### config.mk
export PLATFORM = sky130hd
export DESIGN_NAME = lsu_obi_pipelined
export DESIGN_NICKNAME = d
export VERILOG_FILES = /design/src/rtl/lsu_obi_pipelined.sv
export SDC_FILE = /design/constraint.sdc
export NUM_CORES = 1
export LEC_CHECK = 0
export CORE_MARGIN = 2
export CORE_UTILIZATION = 45
export CTS_BUF_LIST = sky130_fd_sc_hd__clkbuf_4 sky130_fd_sc_hd__clkbuf_8 sky130_fd_sc_hd__clkbuf_16
export CTS_CLUSTER_DIAMETER = 150
export CTS_CLUSTER_SIZE = 40
export DETAILED_ROUTE_END_ITERATION = 10
export PLACE_DENSITY = 0.92
export SLEW_MARGIN = 0
export SYNTH_ARGS = -nofsm -noshare
export SYNTH_HDL_FRONTEND = slang
export SYNTH_SLANG_ARGS = --single-unit
### constraint.sdc
create_clock -name clk -period 3.1 [get_ports clk]
set_input_delay 0.93 -clock clk [delete_from_list [all_inputs] [get_ports clk]]
set_output_delay 0.93 -clock clk [all_outputs]
set_load 0.02 [all_outputs]
### src/rtl/lsu_obi_pipelined.sv
// Load/store unit bridging EXEC requests onto an OBI-style req/gnt/rvalid data port.
// One request can wait for grant while up to MAX_OUTSTANDING granted transactions
// wait for rvalid. Responses come back in order, and a small metadata FIFO keeps
// what is needed to size and sign-extend each load result. Misaligned accesses
// are trapped here and never reach memory.
module lsu_obi_pipelined #(
    parameter int          MAX_OUTSTANDING = 2,
    parameter int          TAG_W           = 5,
    parameter logic [31:0] MEM_OFFSET      = 32'h0
) (
    input  logic             clk,
    input  logic             reset,
    input  logic             stop_i,
    input  logic             core_req_valid,
    output logic             core_req_ready,
    input  logic             core_req_we,
    input  logic [2:0]       core_req_funct3,
    input  logic [31:0]      core_req_addr,
    input  logic [31:0]      core_req_wdata,
    input  logic [TAG_W-1:0] core_req_tag,
    output logic             rsp_valid,
    output logic             rsp_we,
    output logic [31:0]      rsp_rdata,
    output logic [TAG_W-1:0] rsp_tag,
    output logic             misaligned_o,
    output logic [31:0]      misaligned_addr_o,
    output logic             proto_err_o,
    output logic             idle_o,
    output logic             data_req_o,
    output logic [31:0]      data_addr_o,
    output logic             data_we_o,
    output logic [3:0]       data_be_o,
    output logic [31:0]      data_wdata_o,
    input  logic             data_gnt_i,
    input  logic             data_rvalid_i,
    input  logic [31:0]      data_rdata_i
);

    localparam int PTR_W = (MAX_OUTSTANDING > 1) ? $clog2(MAX_OUTSTANDING) : 1;
    localparam int CNT_W = $clog2(MAX_OUTSTANDING + 1);

    // Everything needed to turn a raw rvalid word into a core response.
    typedef struct packed {
        logic [TAG_W-1:0] tag;
        logic [2:0]       funct3;
        logic [1:0]       off;
        logic             we;
    } meta_t;

    logic             req_pending;
    meta_t            pend_meta;
    meta_t            fifo_mem [MAX_OUTSTANDING];
    logic [PTR_W-1:0] wr_ptr;
    logic [PTR_W-1:0] rd_ptr;
    logic [CNT_W-1:0] count;
    logic             fifo_full;
    logic             accept;
    logic             misaligned;
    logic             gnt_fire;
    logic             pop;
    logic [3:0]       be_next;
    logic [31:0]      wdata_next;
    meta_t            head;
    logic [31:0]      lane_data;
    logic [31:0]      load_data;

    assign fifo_full      = (count == CNT_W'(MAX_OUTSTANDING));
    assign core_req_ready = ~req_pending & ~fifo_full & ~stop_i;
    assign accept         = core_req_valid & core_req_ready;
    // A full FIFO has no slot for the grant metadata, so the request is held back.
    assign data_req_o     = req_pending & ~fifo_full;
    assign gnt_fire       = data_req_o & data_gnt_i;
    assign pop            = data_rvalid_i & (count != '0);
    assign idle_o         = ~req_pending & (count == '0);

    // Alignment rule: funct3[1:0] gives the access size (00 byte, 01 half, else word).
    always_comb begin
        misaligned = 1'b0;
        case (core_req_funct3[1:0])
            2'b00:   misaligned = 1'b0;
            2'b01:   misaligned = core_req_addr[0];
            default: misaligned = (core_req_addr[1:0] != 2'b00);
        endcase
    end

    // Byte enables and lane placement of store data; loads read the whole word.
    always_comb begin
        be_next    = 4'b1111;
        wdata_next = 32'h0;
        if (core_req_we) begin
            case (core_req_funct3[1:0])
                2'b00: begin
                    be_next    = 4'b0001 << core_req_addr[1:0];
                    wdata_next = {24'h0, core_req_wdata[7:0]} << {core_req_addr[1:0], 3'b000};
                end
                2'b01: begin
                    if (core_req_addr[1]) begin
                        be_next    = 4'b1100;
                        wdata_next = {core_req_wdata[15:0], 16'h0};
                    end else begin
                        be_next    = 4'b0011;
                        wdata_next = {16'h0, core_req_wdata[15:0]};
                    end
                end
                default: begin
                    be_next    = 4'b1111;
                    wdata_next = core_req_wdata;
                end
            endcase
        end
    end

    // Request register: holds the memory request stable until it is granted.
    always_ff @(posedge clk) begin
        if (reset) begin
            req_pending  <= 1'b0;
            pend_meta    <= '0;
            data_addr_o  <= 32'h0;
            data_we_o    <= 1'b0;
            data_be_o    <= 4'h0;
            data_wdata_o <= 32'h0;
        end else begin
            if (gnt_fire) begin
                req_pending <= 1'b0;
            end
            if (accept && !misaligned) begin
                req_pending      <= 1'b1;
                pend_meta.tag    <= core_req_tag;
                pend_meta.funct3 <= core_req_funct3;
                pend_meta.off    <= core_req_addr[1:0];
                pend_meta.we     <= core_req_we;
                data_addr_o      <= core_req_addr - MEM_OFFSET;
                data_we_o        <= core_req_we;
                data_be_o        <= be_next;
                data_wdata_o     <= wdata_next;
            end
        end
    end

    // Metadata storage; contents are only read when count says they are valid.
    always_ff @(posedge clk) begin
        if (gnt_fire) begin
            fifo_mem[wr_ptr] <= pend_meta;
        end
    end

    // FIFO pointers and occupancy; occupancy doubles as the outstanding count.
    always_ff @(posedge clk) begin
        if (reset) begin
            wr_ptr <= '0;
            rd_ptr <= '0;
            count  <= '0;
        end else begin
            if (gnt_fire) begin
                wr_ptr <= (wr_ptr == PTR_W'(MAX_OUTSTANDING - 1)) ? '0 : wr_ptr + 1'b1;
            end
            if (pop) begin
                rd_ptr <= (rd_ptr == PTR_W'(MAX_OUTSTANDING - 1)) ? '0 : rd_ptr + 1'b1;
            end
            case ({gnt_fire, pop})
                2'b10:   count <= count + CNT_W'(1);
                2'b01:   count <= count - CNT_W'(1);
                default: count <= count;
            endcase
        end
    end

    // Misalignment pulse and sticky protocol error for orphan rvalids.
    always_ff @(posedge clk) begin
        if (reset) begin
            misaligned_o      <= 1'b0;
            misaligned_addr_o <= 32'h0;
            proto_err_o       <= 1'b0;
        end else begin
            misaligned_o <= accept & misaligned;
            if (accept && misaligned) begin
                misaligned_addr_o <= core_req_addr;
            end
            if (data_rvalid_i && (count == '0)) begin
                proto_err_o <= 1'b1;
            end
        end
    end

    assign head      = fifo_mem[rd_ptr];
    assign lane_data = data_rdata_i >> {head.off, 3'b000};

    // Size and extend the selected lane of the returned word.
    always_comb begin
        load_data = data_rdata_i;
        case (head.funct3)
            3'b000:  load_data = {{24{lane_data[7]}}, lane_data[7:0]};
            3'b001:  load_data = {{16{lane_data[15]}}, lane_data[15:0]};
            3'b100:  load_data = {24'h0, lane_data[7:0]};
            3'b101:  load_data = {16'h0, lane_data[15:0]};
            default: load_data = data_rdata_i;
        endcase
    end

    assign rsp_valid = pop;
    assign rsp_we    = pop & head.we;
    assign rsp_tag   = pop ? head.tag : '0;
    assign rsp_rdata = (pop && !head.we) ? load_data : 32'h0;

endmodule

==> reports/results.txt, run 1 <==
Status: complete, but fails checks
Failing checks: setup timing
CP max stage delay: 0.38 ns
Synth cell count leaders: 206 x nand2_1, 117 x dfxtp_1, 103 x a21oi_1
Core ar.: 14600 µm²
Synthesis-to-layout area growth: 58.8%
FF-to-FF setup slack: 1.01 ns
H-tree levels: 4
Largest net degree at the start of global routing: 52
Grt ovf: 0
Ports: 256
Placed Area: 9810 µm²
Compound-Gate Fraction of Synth Area: 0.208
Worst Tran Pin Value: 1.17 ns
Clock latency on the worst-skew pair: 0.42 ns
Cell repeated most along the worst path: buf_4
Buffers on Ports: 255
Worst hold path class: reg -> reg
Nets: 1208
FFs w/ async S/R, synth: 0
MaxCap Viol Count: 0
Reg-to-reg endpoint: count[1]
Largest family of logic cells by synthesized area: simple AND/OR/NAND/NOR gates
Yosys top cell by area: dfxtp_1
Number of remaining DRC errors: 0
Crit path depth: 7
Yosys top cell area share: 0.344
Yosys warnings: 0
Synth Area in Adders: 0.00184
Chip Width: 127 µm
Drt wl/cell: 19.7 µm
Total CTS buffers: 17
PwrDens: 458 nW/µm²
Diodes inserted: 0
CP startpoint kind: register
Drt first pass iters: 5
Synth Area in XOR/XNOR: 0.00514
Largest delay contributor family on the critical path: multiplexers
DPL Wire Length: 16700 µm
CTS Buffer Depth: 2
Most used DFF post-synth: dfxtp_1
R2R cell count: 6
Initial DRC Count: 708
CP Capture Point: rsp_rdata[8]
FMAX: 312 MHz
Chip height: 127 µm
Starting Density: 0.465
Setup ws final: -0.102 ns
CTS sink cnt: 139
Seq/Total Area, Yosys: 0.441
Max_slew headroom: 0.209
Max-slew violations: 0
Synth Area in Simple Gates: 0.234
Setup CP Type: reg -> out
CP Capture Type: output port
Worst Skew: 0.0193 ns
Final hold slack: 0.450 ns
Routed wire length: 25500 µm
CTS Hold Bufs: 0
Clk slew on worst S/H paths: 0.06 ns
Worst Hold Launch: pend_meta[9]
Clk root buf: clkbuf_16
Crit path buf inv count: 3
Cell Chain, Critical Path: buf_4 > mux2_4 > clkbuf_16 > mux2_2 > a22oi_1 > a31oi_1 > buf_4
Via Count: 7581
Top-count cell post-synth: nand2_1
Syn nets: 920
Antenna Nets Post-Route: 0
Data required, critical path: 2.17 ns
Vias/cell: 5.86
Design area: 10800 µm²
Post-synthesis mux area share: 0.0577
Worst R2R Start: count[0]
CTS tree: built
Placer Congestion: 0.898
Final non-filler cell total: 1293
RSZ-0062 raised after global routing: yes
Synthesized cell area: 6810 µm²
Yosys cell types: 49
Peak supply drop: 0.448 mV
Final worst-path cycle share: 1.03
Die ar.: 16100 µm²
Site Rows: 44
Final setup fails: 25
Layout cells sized above 1: 0.201
Cells after DPL: 1238
Final hold viol count: 0
Yosys reg bits: 139
CP max-delay cell: mux2_4
Vias in the first global route: 7520
Total global-route track usage: 0.303
Setup WS pre-CTS: -0.967 ns
Worst path arrival time: 2.27 ns
Leakage: 3.99 nW
First-pass GRT wire length: 39200 µm
Post-synth EDFFs: 22
Worst-path fanout max: 8
Syn Area/Cell: 8.43 µm²
Tmin final: 3.20 ns
Antenna violations before repair: 0
Post-synthesis cell count: 808
Ranking of synthesized cells by area: dfxtp_1 34%, nand2_1 11%, edfxtp_1 9.7%, a21oi_1 7.6%, o211ai_1 2.6%
-- power by group --
part	total [mW]	switching (mW)	leakage (nW)	internal [mW]
registers	1.92	0.0369	1.18	1.89
clock network	2.11	0.817	0.297	1.29
logic	0.917	0.485	2.51	0.433
total	4.95	1.34	3.99	3.61
-- timing repair --
item / in CTS / in global routing
gates resized for setup: 234 / 32
endpoints found under the setup margin: 40 / 34
cloned: 3 / 2
pin swaps: 25 / 14
buffers inserted: 11 / 8
-- per-stage QoR --
stage | util | setup TNS (ns) | power, mW
5_1_grt | 0.739 | -3.63 | 5.10
2_1_floorplan | - | 0 | 2.36
3_3_place_gp | 0.670 | -28.80 | 2.77
6_report | 0.739 | -0.870 | 4.95
4_1_cts | 0.724 | -0.578 | 4.92
3_5_place_dp | 0.670 | -30.59 | 2.79
-- routing by layer --
layer	global-route usage	up-vias	routed length, µm
li1	-	3454	-
met1	0.346	3549	9210
met2	0.531	483	12600
met3	0.0863	95	2480
met4	0.128	0	1190
met5	0	-	0
-- placed cells by master (no fill, tap or decap), drive strengths merged, types with 3 or more instances in the layout --
| master | synthesis | routed |
|---|---|---|
| nand2 | 206 | 206 |
| clkdlybuf4s50 | 0 | 193 |
| dfxtp | 117 | 117 |
| buf | 39 | 115 |
| a21oi | 103 | 103 |
| nor2 | 35 | 35 |
| nand3 | 33 | 33 |
| o211ai | 24 | 24 |
| dlygate4sd2 | 0 | 24 |
| edfxtp | 22 | 22 |
| nand2b | 20 | 20 |
| clkbuf | 30 | 20 |
| o2111ai | 18 | 18 |
| a31oi | 16 | 16 |
| mux2 | 12 | 14 |
| o21ai | 13 | 13 |
| and2 | 13 | 13 |
| a32oi | 11 | 11 |
| nand3b | 10 | 10 |
| inv | 5 | 10 |
| nor3b | 8 | 8 |
| and3 | 8 | 8 |
| a211o | 8 | 8 |
| mux2i | 8 | 8 |
| mux4 | 7 | 7 |
| a22oi | 7 | 7 |
| nor2b | 5 | 5 |
| a311oi | 4 | 4 |
| clkinv | 0 | 4 |
| or3b | 3 | 3 |
| a211oi | 3 | 3 |
| bufinv | 0 | 3 |
| nor4b | 3 | 3 |
| o221ai | 3 | 3 |
-- how the worst min path moves through the flow --
stage | endpoint | slack (ns) | cells after the start
2_1_floorplan | fifo_mem[0][10] | 0.43 | 0
3_3_place_gp | fifo_mem[0][6] | 0.43 | 0
3_5_place_dp | fifo_mem[0][7] | 0.44 | 0
4_1_cts | fifo_mem[1][7] | 0.45 | 0
5_1_grt | fifo_mem[1][9] | 0.46 | 0
6_report | fifo_mem[1][9] | 0.45 | 0
-- final cells by class --
type	instances	area, µm²
Inverter	5	18.8
Fill cell	958	3830
Clock buffer	18	433
Sequential cell	139	3010
Multi-Input combinational cell	597	3740
Tap cell	184	230
Timing Repair Buffer	336	3200
Clock inverter	14	183
-- flip-flops by register name, summed over array words and instances (netlist names), named ones only --
name,cells
fifo_mem,22
data_wdata_o,32
wr_ptr,1
pend_meta,9
data_be_o,4
rd_ptr,1
req_pending,1
data_addr_o,32
misaligned_addr_o,32
proto_err_o,1
misaligned_o,1
count,2
-- cells by family (layout without fill, tap and decap cells) --
kind of cell,Yosys count,count (layout)
xor gates and xnor gates,4,4
muxes,27,29
and+or+nand+nor,349,349
adders and majority gates,1,1
AOI/OAI and AO/OA,214,214
DFF,139,139
buffers and inverters,74,373
Note: power is estimated with default switching activity, not from simulation.
==> inputs of run 2 (changes only) <==
--- a/config.mk
+++ b/config.mk
@@ -5,13 +5,15 @@
 export SDC_FILE = /design/constraint.sdc
 export NUM_CORES = 1
 export LEC_CHECK = 0
+export ABC_AREA = 0
+export CORE_ASPECT_RATIO = 1.2
 export CORE_MARGIN = 2
-export CORE_UTILIZATION = 45
+export CORE_UTILIZATION = 48
 export CTS_BUF_LIST = sky130_fd_sc_hd__clkbuf_4 sky130_fd_sc_hd__clkbuf_8 sky130_fd_sc_hd__clkbuf_16
 export CTS_CLUSTER_DIAMETER = 150
 export CTS_CLUSTER_SIZE = 40
 export DETAILED_ROUTE_END_ITERATION = 10
-export PLACE_DENSITY = 0.92
+export PLACE_DENSITY = 0.95
 export SLEW_MARGIN = 0
 export SYNTH_ARGS = -nofsm -noshare
 export SYNTH_HDL_FRONTEND = slang
==> constraint.sdc (replaced) <==
create_clock -name clk -period 4 [get_ports clk]
set_input_delay 1.2 -clock clk [delete_from_list [all_inputs] [get_ports clk]]
set_output_delay 1.2 -clock clk [all_outputs]
set_load 0.02 [all_outputs]
==> reports/results.txt, run 2 (same netlist as run 1, synthesis figures left out) <==
DPL Wire Length: 17000 µm
Worst path arrival time: 2.75 ns
Starting Density: 0.493
Setup WS pre-CTS: -0.539 ns
Vias/cell: 5.99
Max_slew headroom: 0.404
Site Rows: 47
Nets: 1171
Placed Area: 9640 µm²
FMAX: 253 MHz
Setup CP Type: in -> out
Via Count: 7456
Data required, critical path: 2.80 ns
Final worst-path cycle share: 0.987
Clock latency on the worst-skew pair: 0.43 ns
CTS tree: built
CTS sink cnt: 139
Cells after DPL: 1209
Initial DRC Count: 825
Number of remaining DRC errors: 0
Vias in the first global route: 7410
MaxCap Viol Count: 0
Commonest non-fill, non-tap cells in the layout: 211 x clkdlybuf4s50_1, 206 x nand2_1, 117 x dfxtp_1, 103 x a21oi_1, 43 x buf_4
Grt ovf: 0
First-pass GRT wire length: 39100 µm
Die ar.: 15200 µm²
Layout cells sized above 1: 0.142
Drt first pass iters: 5
Clk root buf: clkbuf_16
Total CTS buffers: 17
Ports: 256
Peak supply drop: 0.469 mV
Antenna Nets Post-Route: 0
Antenna violations before repair: 0
Buffers on Ports: 255
Biggest regs: data_addr_o: 32 flops, data_wdata_o: 32 flops, misaligned_addr_o: 32 flops
Final non-filler cell total: 1244
Core ar.: 13800 µm²
Worst-path fanout max: 8
Leakage: 3.80 nW
CP startpoint kind: input port
Tmin final: 3.95 ns
Largest net degree at the start of global routing: 66
Worst Tran Pin Value: 0.891 ns
Chip Width: 113 µm
Final setup fails: 0
Worst Skew: 0.00966 ns
Drt wl/cell: 20.5 µm
Clk slew on worst S/H paths: 0.06 ns
Commonest non-fill, non-tap cell in the layout: clkdlybuf4s50_1
Total global-route track usage: 0.326
CP Capture Type: output port
Worst hold path class: reg -> reg
RSZ-0062 raised after global routing: yes
Max-slew violations: 0
Chip height: 134 µm
Routed wire length: 25500 µm
Synthesis-to-layout area growth: 50.1%
Design area: 10200 µm²
PwrDens: 375 nW/µm²
CTS Hold Bufs: 0
Final hold viol count: 0
Setup ws final: 0.0526 ns
CTS Buffer Depth: 2
Status: finished, final reports clean
Placer Congestion: 0.970
H-tree levels: 4
run 2: area by class of cell:
class | instances | area [µm²]
antenna | 1 | 2.50
clock buffer | 18 | 439
clock inverter | 14 | 189
fill | 876 | 3600
inverter | 5 | 18.8
multi-input combinational | 595 | 3520
sequential | 139 | 3000
tap | 171 | 214
timing repair buffer | 301 | 2830
run 2: per-stage QoR:
step	util	hold WS (ns)	TNS (ns)	power, mW
after detailed placement	0.698	0.438	-14.12	2.15
after floorplan	-	0.425	0	1.83
after CTS	0.740	0.451	0	3.81
after global routing	0.739	0.462	-0.00492	3.93
final	0.740	0.450	0	3.83
after global placement	0.698	0.431	-12.87	2.14
run 2: routing by layer:
metal,up-vias,GRT usage,part of all wire
li1,3367,-,-
met1,3478,0.347,0.35
met2,509,0.566,0.49
met3,102,0.108,0.11
met4,0,0.184,0.056
met5,-,0,0
run 2: path summary, 6_finish.rpt:
path,startpoint,end,slack [ns],depth (start not counted)
worst max-delay path,data_rdata_i[23],rsp_rdata[12],0.05,7
worst min-delay path,pend_meta[8],fifo_mem[1][8],0.45,0
worst max register to register,count[0],data_wdata_o[22],1.67,5
worst min register to register,pend_meta[8],fifo_mem[1][8],0.45,0
run 2: where the power goes:
| group | internal [mW] | switching, mW |
|---|---|---|
| Combinational | 0.297 | 0.351 |
| Clock | 1.06 | 0.625 |
| Sequential | 1.46 | 0.0326 |
run 2: what timing repair did:
| item | 4_1_cts | 5_1_grt |
|---|---|---|
| setup endpoints to repair | 34 | 37 |
| buffers inserted | 0 | 2 |
| resized for setup | 130 | 29 |
| pin swaps | 5 | 1 |
run 2: worst max-delay path, cell delays in order:
cell	delay, ns
clkdlybuf4s50_1	0.50
inv_1	0.10
nor2_2	0.19
buf_4	0.16
o221ai_4	0.16
a31oi_1	0.24
buf_2	0.20
